`src/rtl/fsm_stream_arbiter_if.sv`:
```
// fsm_stream_arbiter_if
//   Request/response bundle between NREQ requesters and fsm_stream_arbiter.
//   Ports (signals):
//     req_valid  [NREQ]    per-requester request pending
//     req_data   [NREQ*W]  request words, requester i on [i*W +: W]
//     req_ready  [NREQ]    one-hot accept pulse, word latched in this cycle
//     resp_valid           result available
//     resp_ready           consumer accepts result
//     resp_id    [IDW]     requester the result belongs to
//     resp_data  [W]       detector output bits, bit k for input bit k
//   Modports: master = requester side, slave = arbiter side.
interface fsm_stream_arbiter_if #(
  parameter int NREQ = 4,
  parameter int W    = 8
);
  localparam int IDW = (NREQ > 1) ? $clog2(NREQ) : 1;

  logic [NREQ-1:0]   req_valid;
  logic [NREQ*W-1:0] req_data;
  logic [NREQ-1:0]   req_ready;
  logic              resp_valid;
  logic              resp_ready;
  logic [IDW-1:0]    resp_id;
  logic [W-1:0]      resp_data;

  modport master (
    output req_valid, req_data, resp_ready,
    input  req_ready, resp_valid, resp_id, resp_data
  );

  modport slave (
    input  req_valid, req_data, resp_ready,
    output req_ready, resp_valid, resp_id, resp_data
  );
endinterface

```
`src/rtl/fsm_stream_arbiter.sv`:
```
// fsm_stream_arbiter
//   Shares one serial Mealy sequence detector among NREQ requesters. A granted
//   word is shifted into the detector LSB first after a one-cycle detector
//   clear; the per-bit detector outputs are collected into a W-bit result that
//   is returned on a valid/ready response channel.
//
//   Build option: define FSMARB_ROUND_ROBIN_EN for round-robin arbitration
//   (priority pointer moves past the served requester on each response
//   handshake). Without it, the lowest valid index wins and no pointer exists.
//
//   Ports:
//     clock      system clock, posedge
//     reset_b    asynchronous active-low reset
//     bus        fsm_stream_arbiter_if.slave (req_* / resp_* channels)
//     det_rst_b  registered active-low detector reset (low in CLEAR)
//     det_in     registered serial bit to the detector
//     det_out    detector Mealy output, combinational on det_in
//     busy       high whenever the FSM is not in IDLE
//
//   state | meaning
//   IDLE  | waiting for any req_valid; grants and latches the winner's word
//   CLEAR | detector held in reset for one cycle, bit counter cleared
//   SHIFT | one word bit per cycle into the detector, output bit captured
//   DONE  | result presented on resp_*, held until resp_ready
module fsm_stream_arbiter #(
  parameter int NREQ = 4,
  parameter int W    = 8
) (
  input  logic                 clock,
  input  logic                 reset_b,
  fsm_stream_arbiter_if.slave  bus,
  output logic                 det_rst_b,
  output logic                 det_in,
  input  logic                 det_out,
  output logic                 busy
);

  localparam int IDW = (NREQ > 1) ? $clog2(NREQ) : 1;
  localparam int CW  = $clog2(W + 1);

  typedef enum logic [1:0] {
    IDLE  = 2'd0,
    CLEAR = 2'd1,
    SHIFT = 2'd2,
    DONE  = 2'd3
  } state_t;

  state_t         state_q, state_n;
  logic [W-1:0]   sh_q, sh_n;
  logic [CW-1:0]  cnt_q, cnt_n;
  logic [IDW-1:0] id_q, id_n;
  logic [W-1:0]   data_q, data_n;
  logic           det_rst_b_n;
  logic           det_in_n;

  logic           any_valid;
  logic [IDW-1:0] winner;

`ifdef FSMARB_ROUND_ROBIN_EN
  logic [IDW-1:0] ptr_q;

  always_ff @(posedge clock or negedge reset_b) begin
    if (!reset_b) begin
      ptr_q <= '0;
    end else if (state_q == DONE && bus.resp_ready) begin
      ptr_q <= (id_q == IDW'(NREQ - 1)) ? '0 : id_q + 1'b1;
    end
  end

  // Walk from the farthest offset back to the pointer so the last hit is the
  // first valid index at or after the pointer (mod NREQ).
  always_comb begin
    int idx;
    idx       = 0;
    winner    = '0;
    any_valid = 1'b0;
    for (int i = NREQ - 1; i >= 0; i--) begin
      idx = int'(ptr_q) + i;
      if (idx >= NREQ) idx = idx - NREQ;
      if (bus.req_valid[idx]) begin
        winner    = IDW'(idx);
        any_valid = 1'b1;
      end
    end
  end
`else
  // Fixed priority: descending scan leaves the lowest valid index.
  always_comb begin
    winner    = '0;
    any_valid = 1'b0;
    for (int i = NREQ - 1; i >= 0; i--) begin
      if (bus.req_valid[i]) begin
        winner    = IDW'(i);
        any_valid = 1'b1;
      end
    end
  end
`endif

  always_ff @(posedge clock or negedge reset_b) begin
    if (!reset_b) begin
      state_q   <= IDLE;
      sh_q      <= '0;
      cnt_q     <= '0;
      id_q      <= '0;
      data_q    <= '0;
      det_rst_b <= 1'b0;
      det_in    <= 1'b0;
    end else begin
      state_q   <= state_n;
      sh_q      <= sh_n;
      cnt_q     <= cnt_n;
      id_q      <= id_n;
      data_q    <= data_n;
      det_rst_b <= det_rst_b_n;
      det_in    <= det_in_n;
    end
  end

  always_comb begin
    state_n       = state_q;
    sh_n          = sh_q;
    cnt_n         = cnt_q;
    id_n          = id_q;
    data_n        = data_q;
    bus.req_ready = '0;

    case (state_q)
      IDLE: begin
        if (any_valid) begin
          // Accept pulse is combinational; gating with reset_b keeps it low
          // while the block is held in reset.
          bus.req_ready[winner] = reset_b;
          sh_n                  = bus.req_data[winner*W +: W];
          id_n                  = winner;
          state_n               = CLEAR;
        end
      end
      CLEAR: begin
        cnt_n   = '0;
        state_n = SHIFT;
      end
      SHIFT: begin
        for (int k = 0; k < W; k++) begin
          if (cnt_q == CW'(k)) data_n[k] = det_out;
        end
        sh_n  = sh_q >> 1;
        cnt_n = cnt_q + 1'b1;
        if (cnt_q == CW'(W - 1)) state_n = DONE;
      end
      DONE: begin
        if (bus.resp_ready) state_n = IDLE;
      end
      default: state_n = IDLE;
    endcase

    // det_* are registered, so they are derived from next-cycle state: the
    // detector sees sh[0] during every SHIFT cycle and a reset during CLEAR.
    det_rst_b_n = (state_n != CLEAR);
    det_in_n    = (state_n == SHIFT) ? sh_n[0] : 1'b0;
  end

  assign bus.resp_valid = (state_q == DONE);
  assign bus.resp_id    = id_q;
  assign bus.resp_data  = data_q;
  assign busy           = (state_q != IDLE);

endmodule

```
`src/flat_wrapper.sv`:
```
// flat-port wrapper written by rule: the top's interface ports become plain ports
module fsm_stream_arbiter_flat 
#(
  parameter int NREQ = 4,
  parameter int W    = 8
)
  (clock, reset_b, det_rst_b, det_in, det_out, busy, bus_req_valid, bus_req_data, bus_resp_ready, bus_req_ready, bus_resp_valid, bus_resp_id, bus_resp_data);
  fsm_stream_arbiter_if #(.NREQ(NREQ), .W(W)) bus_i ();
  input  logic clock;
  input  logic reset_b;
  output logic det_rst_b;
  output logic det_in;
  input  logic det_out;
  output logic busy;
  input wire logic [$bits(bus_i.req_valid)-1:0] bus_req_valid;
  input wire logic [$bits(bus_i.req_data)-1:0] bus_req_data;
  input wire logic [$bits(bus_i.resp_ready)-1:0] bus_resp_ready;
  output wire logic [$bits(bus_i.req_ready)-1:0] bus_req_ready;
  output wire logic [$bits(bus_i.resp_valid)-1:0] bus_resp_valid;
  output wire logic [$bits(bus_i.resp_id)-1:0] bus_resp_id;
  output wire logic [$bits(bus_i.resp_data)-1:0] bus_resp_data;
  assign bus_i.req_valid = bus_req_valid;
  assign bus_i.req_data = bus_req_data;
  assign bus_i.resp_ready = bus_resp_ready;
  assign bus_req_ready = bus_i.req_ready;
  assign bus_resp_valid = bus_i.resp_valid;
  assign bus_resp_id = bus_i.resp_id;
  assign bus_resp_data = bus_i.resp_data;
  fsm_stream_arbiter #(.NREQ(NREQ), .W(W)) u_core (.clock(clock), .reset_b(reset_b), .bus(bus_i), .det_rst_b(det_rst_b), .det_in(det_in), .det_out(det_out), .busy(busy));
endmodule
```
`config.mk`:
```
export PLATFORM = sky130hd
export DESIGN_NAME = fsm_stream_arbiter_flat
export DESIGN_NICKNAME = d
export VERILOG_FILES = /design/src/rtl/fsm_stream_arbiter_if.sv /design/src/rtl/fsm_stream_arbiter.sv /design/src/flat_wrapper.sv
export SDC_FILE = /design/constraint.sdc
export NUM_CORES = 1
export LEC_CHECK = 0
export BUFFER_PORTS_ARGS = -buffer_cell sky130_fd_sc_hd__buf_2
export CAP_MARGIN = 20
export CELL_PAD_IN_SITES_DETAIL_PLACEMENT = 1
export CELL_PAD_IN_SITES_GLOBAL_PLACEMENT = 1
export CORE_MARGIN = 4
export CORE_UTILIZATION = 33
export CTS_CLUSTER_DIAMETER = 150
export DETAILED_ROUTE_END_ITERATION = 16
export PLACE_DENSITY_LB_ADDON = 0.25
export SLEW_MARGIN = 25
export SYNTH_ARGS = -nofsm -noshare
export SYNTH_HDL_FRONTEND = slang
export SYNTH_SLANG_ARGS = --single-unit
```
`constraint.sdc`:
```
create_clock -name clock -period 1.5 [get_ports clock]
set_input_delay 0.15 -clock clock [delete_from_list [all_inputs] [get_ports clock]]
set_output_delay 0.15 -clock clock [all_outputs]
set_load 0.005 [all_outputs]
```
==> results of run 1 <==
==> metrics by stage <==
step | total power [µW] | std cells | util [%] | setup WS (ns)
floorplan | 1990 | 173 | - | 0.0139
global placement | 2530 | 304 | 44.7 | 0.0113
detailed placement | 2580 | 304 | 44.7 | -0.0570
CTS | 3460 | 319 | 49.0 | -0.0622
global route | 3890 | 321 | 51.6 | -0.164
finish | 3630 | 321 | 51.6 | -0.0721
==> power by group through the flow <==
stage | combinational (µW) | clock (µW) | sequential (µW)
after floorplan | 913 | 0 | 1080
after global placement | 1430 | 0 | 1100
after detailed placement | 1470 | 0 | 1110
after CTS | 1760 | 606 | 1100
after global routing | 2120 | 636 | 1140
final | 1940 | 586 | 1100
==> repair_timing <==
| action | 4_1_cts | 5_1_grt |
|---|---|---|
| buffers inserted | 10 | 3 |
| gates cloned | 0 | 0 |
| pin swaps | 5 | 7 |
| setup endpoints to repair | 14 | 24 |
| hold endpoints to repair | 26 | 0 |
| gates resized for setup | 13 | 24 |
| hold buffers | 1 | 0 |
==> final timing paths <==
kind                                    startpoint                       to  cells past startpoint
setup / recovery                 u_core.state_q[1]            u_core.det_in                      7
hold reg to reg            u_core.bus.resp_data[2]  u_core.bus.resp_data[2]                      1
min in group asynchronous                  reset_b  u_core.bus.resp_data[3]                      3
max in group asynchronous                  reset_b        u_core.state_q[1]                      3
setup reg to reg                 u_core.state_q[1]            u_core.det_in                      7
hold / removal                     bus_req_data[6]           u_core.sh_q[6]                      3
==> cell usage in the layout (no fill, tap or decap), types with 6 or more instances in the layout <==
master	Yosys	final
a21oi_1	13	9
a221o_1	10	10
buf_2	5	57
buf_4	1	22
buf_6	2	7
dfrtp_1	26	25
ha_1	8	6
inv_1	15	12
mux2_2	9	6
nand2_1	10	8
nand3b_1	6	6
o21ai_0	15	13
==> registers in the layout (all words and copies together) (netlist names) <==
signal and count:
u_core.bus.resp_data 8, u_core.sh_q 8, u_core.cnt_q 4, u_core.bus.resp_id 2, u_core.state_q 2, u_core.det_in 1, u_core.det_rst_b 1
==> tightest hold or removal path, stage by stage <==
cell	delay, ns
buf_2	0.10
o21ai_0	0.07
a31oi_1	0.08
==> final cells by class <==
cell class	count	area, µm²
well taps	67	83.8
multi-input cells	121	1050
flip-flops and latches	26	652
clock inverters	1	30.0
clock buffers	3	41.3
fillers	565	2310
repair buffers	88	559
inverters	15	58.8
==> cell families (layout without fill, tap and decap cells) <==
| family | count (synthesis) | after routing |
|---|---|---|
| AO/OA/AOI/OAI | 56 | 56 |
| adder cells (fa/ha/maj) | 8 | 8 |
| buffers and inverters | 26 | 107 |
| flip-flops | 26 | 26 |
| multiplexers | 9 | 9 |
| AND/OR/NAND/NOR | 48 | 48 |
==> metal layers <==
| layer | up-vias | wire, µm | track usage [%] |
|---|---|---|---|
| li1 | 790 | - | - |
| met1 | 798 | 2160 | 20.0 |
| met2 | 51 | 2530 | 30.5 |
| met3 | 6 | 236 | 2.95 |
| met4 | 0 | 51 | 4.72 |
| met5 | - | 0 | 0 |
==> out/metrics.cfg, run 1 <==
[setup_path]
r2r_setup_slack_ns=-0.07
arrival_ns=1.78
endpoint_kind=flop
path_class=reg -> reg
crit_fanout=4
slowest_stage=dfrtp_2
cp_top_family=flip-flops
cpMostUsedCell=buf_6
cp_cell_sequence=inv_2, ha_4, buf_6, nand3_4, buf_6, o211ai_1, and3_1
cp.required_ns=1.71
worst-path-buf-inv=3
critPathLaunchType=flop
max_stage_delay_ns=0.45

[placement]
dpl.hpwl_um=3720
io_buffers=57
place_congestion=0.722
dpl_cell_area_um2=2140

[grt]
grtUsageTotal_pct=16.7
grt_pass1_wl_um=8220
grt_max_degree=27
gr-total-overflow=0
grt_pass1_vias=1767
antenna_found_initial=0

[timing]
setup_viol=20
setup_tns_ns=-0.474
hold_violations=0
tightest_slew_ns=0.437
rsz0062_at_grt=yes
clock.fmax_mhz=636
post-route-min-period_ns=1.57
hold_ws_ns=0.153
relSlewSlack_pct=70.8
fin_ws_ns=-0.0721
fin_crit_sh_pct=105
finClkSkew_ns=0.00653
drv_slew=0

[synthesis]
yosys_warnings=0
synth_xor_area_share_pct=0
seq_area_frac_synth_pct=39.4
yosys.area.top_type=dfrtp_1
muxShareOfSynthArea_pct=6.14
synthCells=173
async_flop_share_pct=100
ys_ff_latch=26
yosys.area_share.simple_pct=16.5
synth_top_family_by_area=compound AO/OA/AOI/OAI gates
synth_edf_count=0
synth_compound_gate_area_share_pct=24.5
synth_top_area_share_pct=39.4
yosysMostFrequentCell=dfrtp_1
syn-mean-instance-area_um2=9.54
synth_area_leaders=dfrtp_1, mux2_2, a221o_1
synthTopCellsByCount=dfrtp_1, inv_1, o21ai_0, a21oi_1
syn_nets=221
yosysUniqueCellTypes=40
synth_area_um2=1650
synth-main-ff-cell=dfrtp_1
yosys.area_share.adder_pct=6.07

[worst_hold_path]
worstHoldPathType=in -> reg

[cts]
worst_skew_pair.late_latency_ns=0.28
tritoncts=done
clock_sinks=26
ctsHtreeMaxLevel=1
cts_root_buf=clkbuf_8
cts_buffers=3
clk_pin_slew_worst_paths_ns=0.09
cts_buffer_depth=2

[drt]
avgRoutedWirePerCell_um=15.5
first_iter_violations=38
drc_errors=0
drt-total-wl_um=4980
vias=1645
vias_per_cell=5.12
dr.pass1.iters=4
ant_nets=0

[floorplan]
fp-row-count=25
die_area_um2=6200
die_y_um=78.7
fp.coreArea_um2=4790
start_util_pct=34.5
die_x_um=78.7
pin_count=58

[power]
leakagePower_uw=0.00114
clkPwrFrac_pct=16.2
vdd.ir_drop.worst_v=0.000654
combPwrFrac_pct=53.5
netSwitchingPower_uw=1290
seq_power_share_pct=30.4
internal_power_uw=2340
p_per_area_nw_per_um2=1470
swShare_pct=35.4

[job]
maxCapViolations=0

[outcome]
status=finished, violations left
violations=setup timing

[final_layout]
diodes=0
drive_above_1_share_pct=52.8
fin_area_um2=2470
final_net_count=303
areaGrowthSynthToFinish_pct=49.7

Note: power is estimated with default switching activity, not from simulation.
==> run 2: changes to the inputs <==
- CORE_UTILIZATION: 33 -> 37
- clock period: 1.5 -> 1.6 ns (I/O delays scaled with it)
==> run 2 against run 1 <==
Net effect:
- the flow now finishes without violations
- total power is 15% lower
- clock-buffer cell count stayed put
- via count is 3.0% lower
- critical path depth is 1 lower
- largest power group unchanged
- die area is 9.7% lower
- global-route usage is 0.92 points higher
- sequential share of layout area is 2.3 points higher
- design area is 8.2% lower
- register-to-register slack better by 0.08 ns
- setup slack better by 0.083 ns
- largest cell class unchanged
==> out/metrics.cfg, run 2 (synthesis results as in run 1) <==
[drt]
drt-total-wl_um=4720  ; -5.2%
first_iter_violations=44  ; +16%
vias=1596  ; -3.0%
dr.pass1.iters=4  ; unchanged
ant_nets=0  ; unchanged
vias_per_cell=5.30  ; +3.5%
drc_errors=0  ; unchanged
avgRoutedWirePerCell_um=15.7  ; +1.1%

[setup_path]
max_stage_delay_ns=0.43  ; -0.02 ns
crit_fanout=4  ; unchanged
slowest_stage=dfrtp_1
path_class=reg -> reg
cp.required_ns=1.77  ; +0.06 ns
cp_cell_sequence=ha_1, nor2b_4, buf_4, buf_4, nand3_1, mux2_2
arrival_ns=1.76  ; -0.02 ns
cpMostUsedCell=buf_4
critPathLaunchType=flop
endpoint_kind=flop

[timing]
clock.fmax_mhz=629  ; -1.1%
rsz0062_at_grt=yes
fin_crit_sh_pct=99.3  ; -5.5 points
setup_tns_ns=0  ; +0.474 ns
finClkSkew_ns=0.00136  ; -0.00517 ns
hold_violations=0  ; unchanged
relSlewSlack_pct=74.6  ; +3.9 points
post-route-min-period_ns=1.59  ; +0.0171 ns
tightest_slew_ns=0.379  ; -0.0576 ns
setup_viol=0  ; -100%
drv_slew=0  ; unchanged

[power]
leakagePower_uw=0.00109  ; -5.0%
vdd.ir_drop.worst_v=0.000554  ; -15%
finalPower_uw=3090  ; -15%
combPwrFrac_pct=49.2  ; -4.3 points
p_per_area_nw_per_um2=1360  ; -7.2%
clkPwrFrac_pct=17.8  ; +1.6 points
seq_power_share_pct=33.0  ; +2.6 points
internal_power_uw=2020  ; -14%
swShare_pct=34.5  ; -0.89 points
netSwitchingPower_uw=1070  ; -17%

[placement]
io_buffers=57  ; unchanged
place_congestion=0.746  ; +3.4%
dpl.hpwl_um=3450  ; -7.3%
dpl.cell_count=288  ; -5.3%

[cts]
ctsHtreeMaxLevel=1  ; unchanged
cts_root_buf=clkbuf_8
cts_buffer_depth=2  ; unchanged
worst_skew_pair.late_latency_ns=0.27  ; about the same
clk_pin_slew_worst_paths_ns=0.09  ; about the same
clock_sinks=26  ; unchanged
tritoncts=done
cts_buffers=3  ; unchanged

[floorplan]
fp-row-count=24  ; -4.0%
die_y_um=74.8  ; -5.0%
die_area_um2=5590  ; -9.7%
fp.coreArea_um2=4320  ; -9.6%
pin_count=58  ; unchanged
start_util_pct=38.2  ; +3.7 points
die_x_um=74.8  ; -5.0%

[grt]
gr-total-overflow=0  ; unchanged
grt_max_degree=26  ; -3.7%
antenna_found_initial=0  ; unchanged
grtUsageTotal_pct=17.6  ; +0.92 points
grt_pass1_vias=1716  ; -2.9%
grt_pass1_wl_um=7690  ; -6.4%

[worst_hold_path]
worstHoldPathType=in -> reg

[final_layout]
final_common_cell=buf_2
final_net_count=298  ; -1.7%
diodes=0  ; unchanged
layout_common_cells=buf_2, dfrtp_1, buf_4
drive_above_1_share_pct=45.4  ; -7.4 points
utilization_pct=52.5  ; +0.85 points
stdcell_count=301  ; -6.2%
areaGrowthSynthToFinish_pct=37.5

[job]
maxCapViolations=0  ; unchanged

[outcome]
status=finished, final reports clean

[run 2: through the flow]
step	hold WS, ns	area [µm²]	setup slack, ns
finish	0.152	2270	0.0108
global route	0.153	2270	-0.0642
CTS	0.151	2200	0.00744
detailed placement	-0.0300	2070	-0.0150
global placement	-0.0273	2070	0.0152
floorplan	-0.136	1660	-0.0238
[run 2: layer usage]
| layer | track usage (%) | part of all wire [%] | vias to the layer above |
|---|---|---|---|
| met4 | 7.71 | 2.2 | 0 |
| met3 | 2.94 | 5.9 | 10 |
| met5 | 0 | 0 | - |
| met2 | 30.6 | 48 | 54 |
| met1 | 21.5 | 43 | 750 |
| li1 | - | - | 782 |
[run 2: power by group through the flow]
stage	clock network, µW	registers, µW	logic, µW
after floorplan	0	1010	764
final	551	1020	1520
after CTS	561	1010	1380
after global routing	587	1050	1690
after detailed placement	0	1020	1250
after global placement	0	1020	1220
[run 2: repair_timing]
action | 4_1_cts | 5_1_grt
gates resized for setup | 9 | 7
hold buffers | 1 | 0
gates cloned | 0 | 0
setup buffers | 3 | 5
endpoints found under the hold margin | 26 | 0
setup endpoints to repair | 5 | 14
[run 2: cell type report]
type | count | area [µm²]
Fill cell | 527 | 2050
Tap cell | 52 | 65.1
Clock buffer | 3 | 41.3
Clock inverter | 1 | 30.0
Inverter | 15 | 56.3
Multi-Input combinational cell | 121 | 928
Sequential cell | 26 | 651
Timing Repair Buffer | 83 | 498
[run 2: final timing paths]
kind / from / end / slack [ns] / depth (start not counted)
worst max register to register: u_core.state_q[1] / u_core.bus.resp_data[7] / 0.01 / 6
worst min-delay path: bus_req_data[6] / u_core.sh_q[6] / 0.15 / 3
min in group asynchronous: reset_b / u_core.bus.resp_id[0] / 0.22 / 2
worst min register to register: u_core.bus.resp_data[2] / u_core.bus.resp_data[2] / 0.51 / 1
worst max-delay path: u_core.state_q[1] / u_core.bus.resp_data[7] / 0.01 / 6
max in group asynchronous: reset_b / u_core.det_in / 0.83 / 3
[run 2: worst max-delay path: cells and delay by family, from the launching register on]
family	cells	cell delay [ns]
adders and majority gates	1	0.23
buffers and inverters	2	0.25
DFF	1	0.43
muxes	1	0.33
and+or+nand+nor	2	0.23
==> run 3: changes to the inputs <==
- CORE_ASPECT_RATIO: not set -> 1.4
==> run 3 against run 2 <==
Net effect:
- global-route usage grew 0.081 points
- sequential share of layout area is essentially flat
- critical path depth is the same
- core utilization grew 0.73 points
- non-clock buffer count shrank 7
- largest cell class unchanged
==> out/metrics.cfg, run 3 (synthesis results as in run 1) <==
[power]
leakagePower_uw=0.00106  ; -2.8%
netSwitchingPower_uw=1070  ; +0.28%
combPwrFrac_pct=49.5  ; +0.3 points
vdd.ir_drop.worst_v=0.000532  ; -4.0%
clkPwrFrac_pct=17.6  ; -0.2 points
swShare_pct=34.5  ; -0.043 points
finalPower_uw=3100  ; +0.40%
internal_power_uw=2030  ; +0.47%
p_per_area_nw_per_um2=1360  ; +0.18%
seq_power_share_pct=32.8  ; -0.2 points

[floorplan]
die_y_um=87.0  ; +16%
fp.coreArea_um2=4270  ; -1.2%
fp-row-count=28  ; +17%
die_area_um2=5610  ; +0.27%
pin_count=58  ; unchanged
start_util_pct=38.6  ; +0.45 points
die_x_um=64.4  ; -14%

[cts]
clk_pin_slew_worst_paths_ns=0.09  ; about the same
cts_buffers=3  ; unchanged
clock_sinks=26  ; unchanged
worst_skew_pair.late_latency_ns=0.27  ; about the same
tritoncts=done
cts_buffer_depth=2  ; unchanged
ctsHtreeMaxLevel=1  ; unchanged
cts_root_buf=clkbuf_8

[timing]
post-route-min-period_ns=1.57  ; -0.0160 ns
setup_tns_ns=0  ; unchanged
setup_viol=0  ; unchanged
finClkSkew_ns=0.00326  ; +0.00190 ns
fin_crit_sh_pct=98.3  ; -1.0 points
relSlewSlack_pct=71.7  ; -2.9 points
clock.fmax_mhz=636  ; +1.0%
tightest_slew_ns=0.423  ; +0.0432 ns
drv_slew=0  ; unchanged
hold_violations=0  ; unchanged
rsz0062_at_grt=yes

[setup_path]
cp_top_family=flip-flops
cp.required_ns=1.76  ; about the same
r2r_start=u_core.state_q[0]
crit_path_start=u_core.state_q[0]
slowest_stage=dfrtp_1
cp_num_cells=6  ; unchanged
crit_fanout=4  ; unchanged
cp_cell_sequence=inv_2, ha_4, nor2b_4, buf_4, and3_1, mux2_2
arrival_ns=1.74  ; -0.02 ns
worst-path-buf-inv=2  ; unchanged
critPathLaunchType=flop
max_stage_delay_ns=0.41  ; -0.02 ns
endpoint_kind=flop
rr_worst_depth=6  ; unchanged
endpoint=u_core.bus.resp_data[0]
r2r_setup_slack_ns=0.03  ; +0.02 ns
timing.rr.end=u_core.bus.resp_data[0]
path_class=reg -> reg

[grt]
gr-total-overflow=0  ; unchanged
grt_pass1_vias=1761  ; +2.6%
grtUsageTotal_pct=17.7  ; +0.081 points
antenna_found_initial=0  ; unchanged
grt_pass1_wl_um=7970  ; +3.6%
grt_max_degree=26  ; unchanged

[final_layout]
utilization_pct=53.2  ; +0.73 points
diodes=0  ; unchanged
final_net_count=291  ; -2.3%
drive_above_1_share_pct=45.5  ; +0.073 points
fillerInstances=534  ; +1.3%
areaGrowthSynthToFinish_pct=37.8
layout_common_cells=buf_2, dfrtp_1, o21ai_0, a21oi_1, buf_4
stdcell_count=302  ; +0.33%
final_common_cell=buf_2

[placement]
io_buffers=57  ; unchanged
dpl.cell_count=293  ; +1.7%
dpl.hpwl_um=3570  ; +3.4%
place_congestion=0.766  ; +2.6%

[drt]
vias=1555  ; -2.6%
first_iter_violations=49  ; +11%
vias_per_cell=5.15  ; -2.9%
ant_nets=0  ; unchanged
drc_errors=0  ; unchanged
avgRoutedWirePerCell_um=15.2  ; -2.8%
drt-total-wl_um=4600  ; -2.5%
dr.pass1.iters=3  ; -1

[outcome]
status=finished, final reports clean

[job]
maxCapViolations=0  ; unchanged

[worst_hold_path]
worstHoldPathType=in -> reg

==> run 3: changes by cell type in the layout (fill, tap and decap cells not counted), sizes merged <==
cell | before | now
buf | 82 | 75
==> run 3: worst min-delay path by stage <==
stage	start	end	slack, ns	depth (start not counted)
2_1_floorplan	reset_b	u_core.bus.resp_data[0]	-0.14	0
3_3_place_gp	reset_b	u_core.bus.resp_id[0]	-0.03	1
3_5_place_dp	reset_b	u_core.bus.resp_id[0]	-0.03	1
4_1_cts	bus_req_data[6]	u_core.sh_q[6]	0.15	3
5_1_grt	bus_req_data[6]	u_core.sh_q[6]	0.17	3
6_report	bus_req_data[6]	u_core.sh_q[6]	0.15	3
==> run 3: worst register-to-register path: stages (launching register included) <==
cell     delay, ns
dfrtp_1       0.41
inv_2         0.11
ha_4          0.15
nor2b_4       0.18
buf_4         0.14
and3_1        0.16
mux2_2        0.32
==> run 3: through the flow <==
stage | hold WS (ns) | setup slack, ns | instance area (µm²)
after floorplan | -0.136 | -0.0238 | 1660
after global placement | -0.0309 | 0.0437 | 2050
after detailed placement | -0.0328 | -0.0158 | 2050
after CTS | 0.148 | 0.00982 | 2170
after global routing | 0.172 | -0.0456 | 2270
final | 0.150 | 0.0268 | 2270
==> run 3: timing repair <==
item | in CTS | in global routing
pin swaps | 0 | 6
endpoints found under the hold margin | 26 | 0
setup buffers | 1 | 3
gates resized for setup | 6 | 19
setup endpoints to repair | 7 | 13
hold buffers | 1 | 0
==> run 3: power groups by stage <==
| stage | clock, µW | sequential [µW] | combinational, µW |
|---|---|---|---|
| after floorplan | 0 | 1010 | 764 |
| after global placement | 0 | 1020 | 1210 |
| after detailed placement | 0 | 1020 | 1260 |
| after CTS | 561 | 1020 | 1380 |
| after global routing | 586 | 1050 | 1710 |
| final | 548 | 1020 | 1540 |
==> run 3: layer usage <==
layer	global-route usage [%]	up-vias	share of wire, %
met5	0	-	0
met4	5.00	0	1.1
met3	2.71	4	4.8
met2	32.9	47	51
met1	20.9	739	43
li1	-	765	-
==> run 3: final cells by class <==
class,instances,area [µm²],share of cell area (%)
clock inverters,1,30.0,1.32
multi-input cells,121,962,42.3
clock buffers,3,41.3,1.82
inverters,15,56.3,2.48
flip-flops and latches,26,652,28.7
well taps,60,75.1,3.30
repair buffers,76,458,20.1
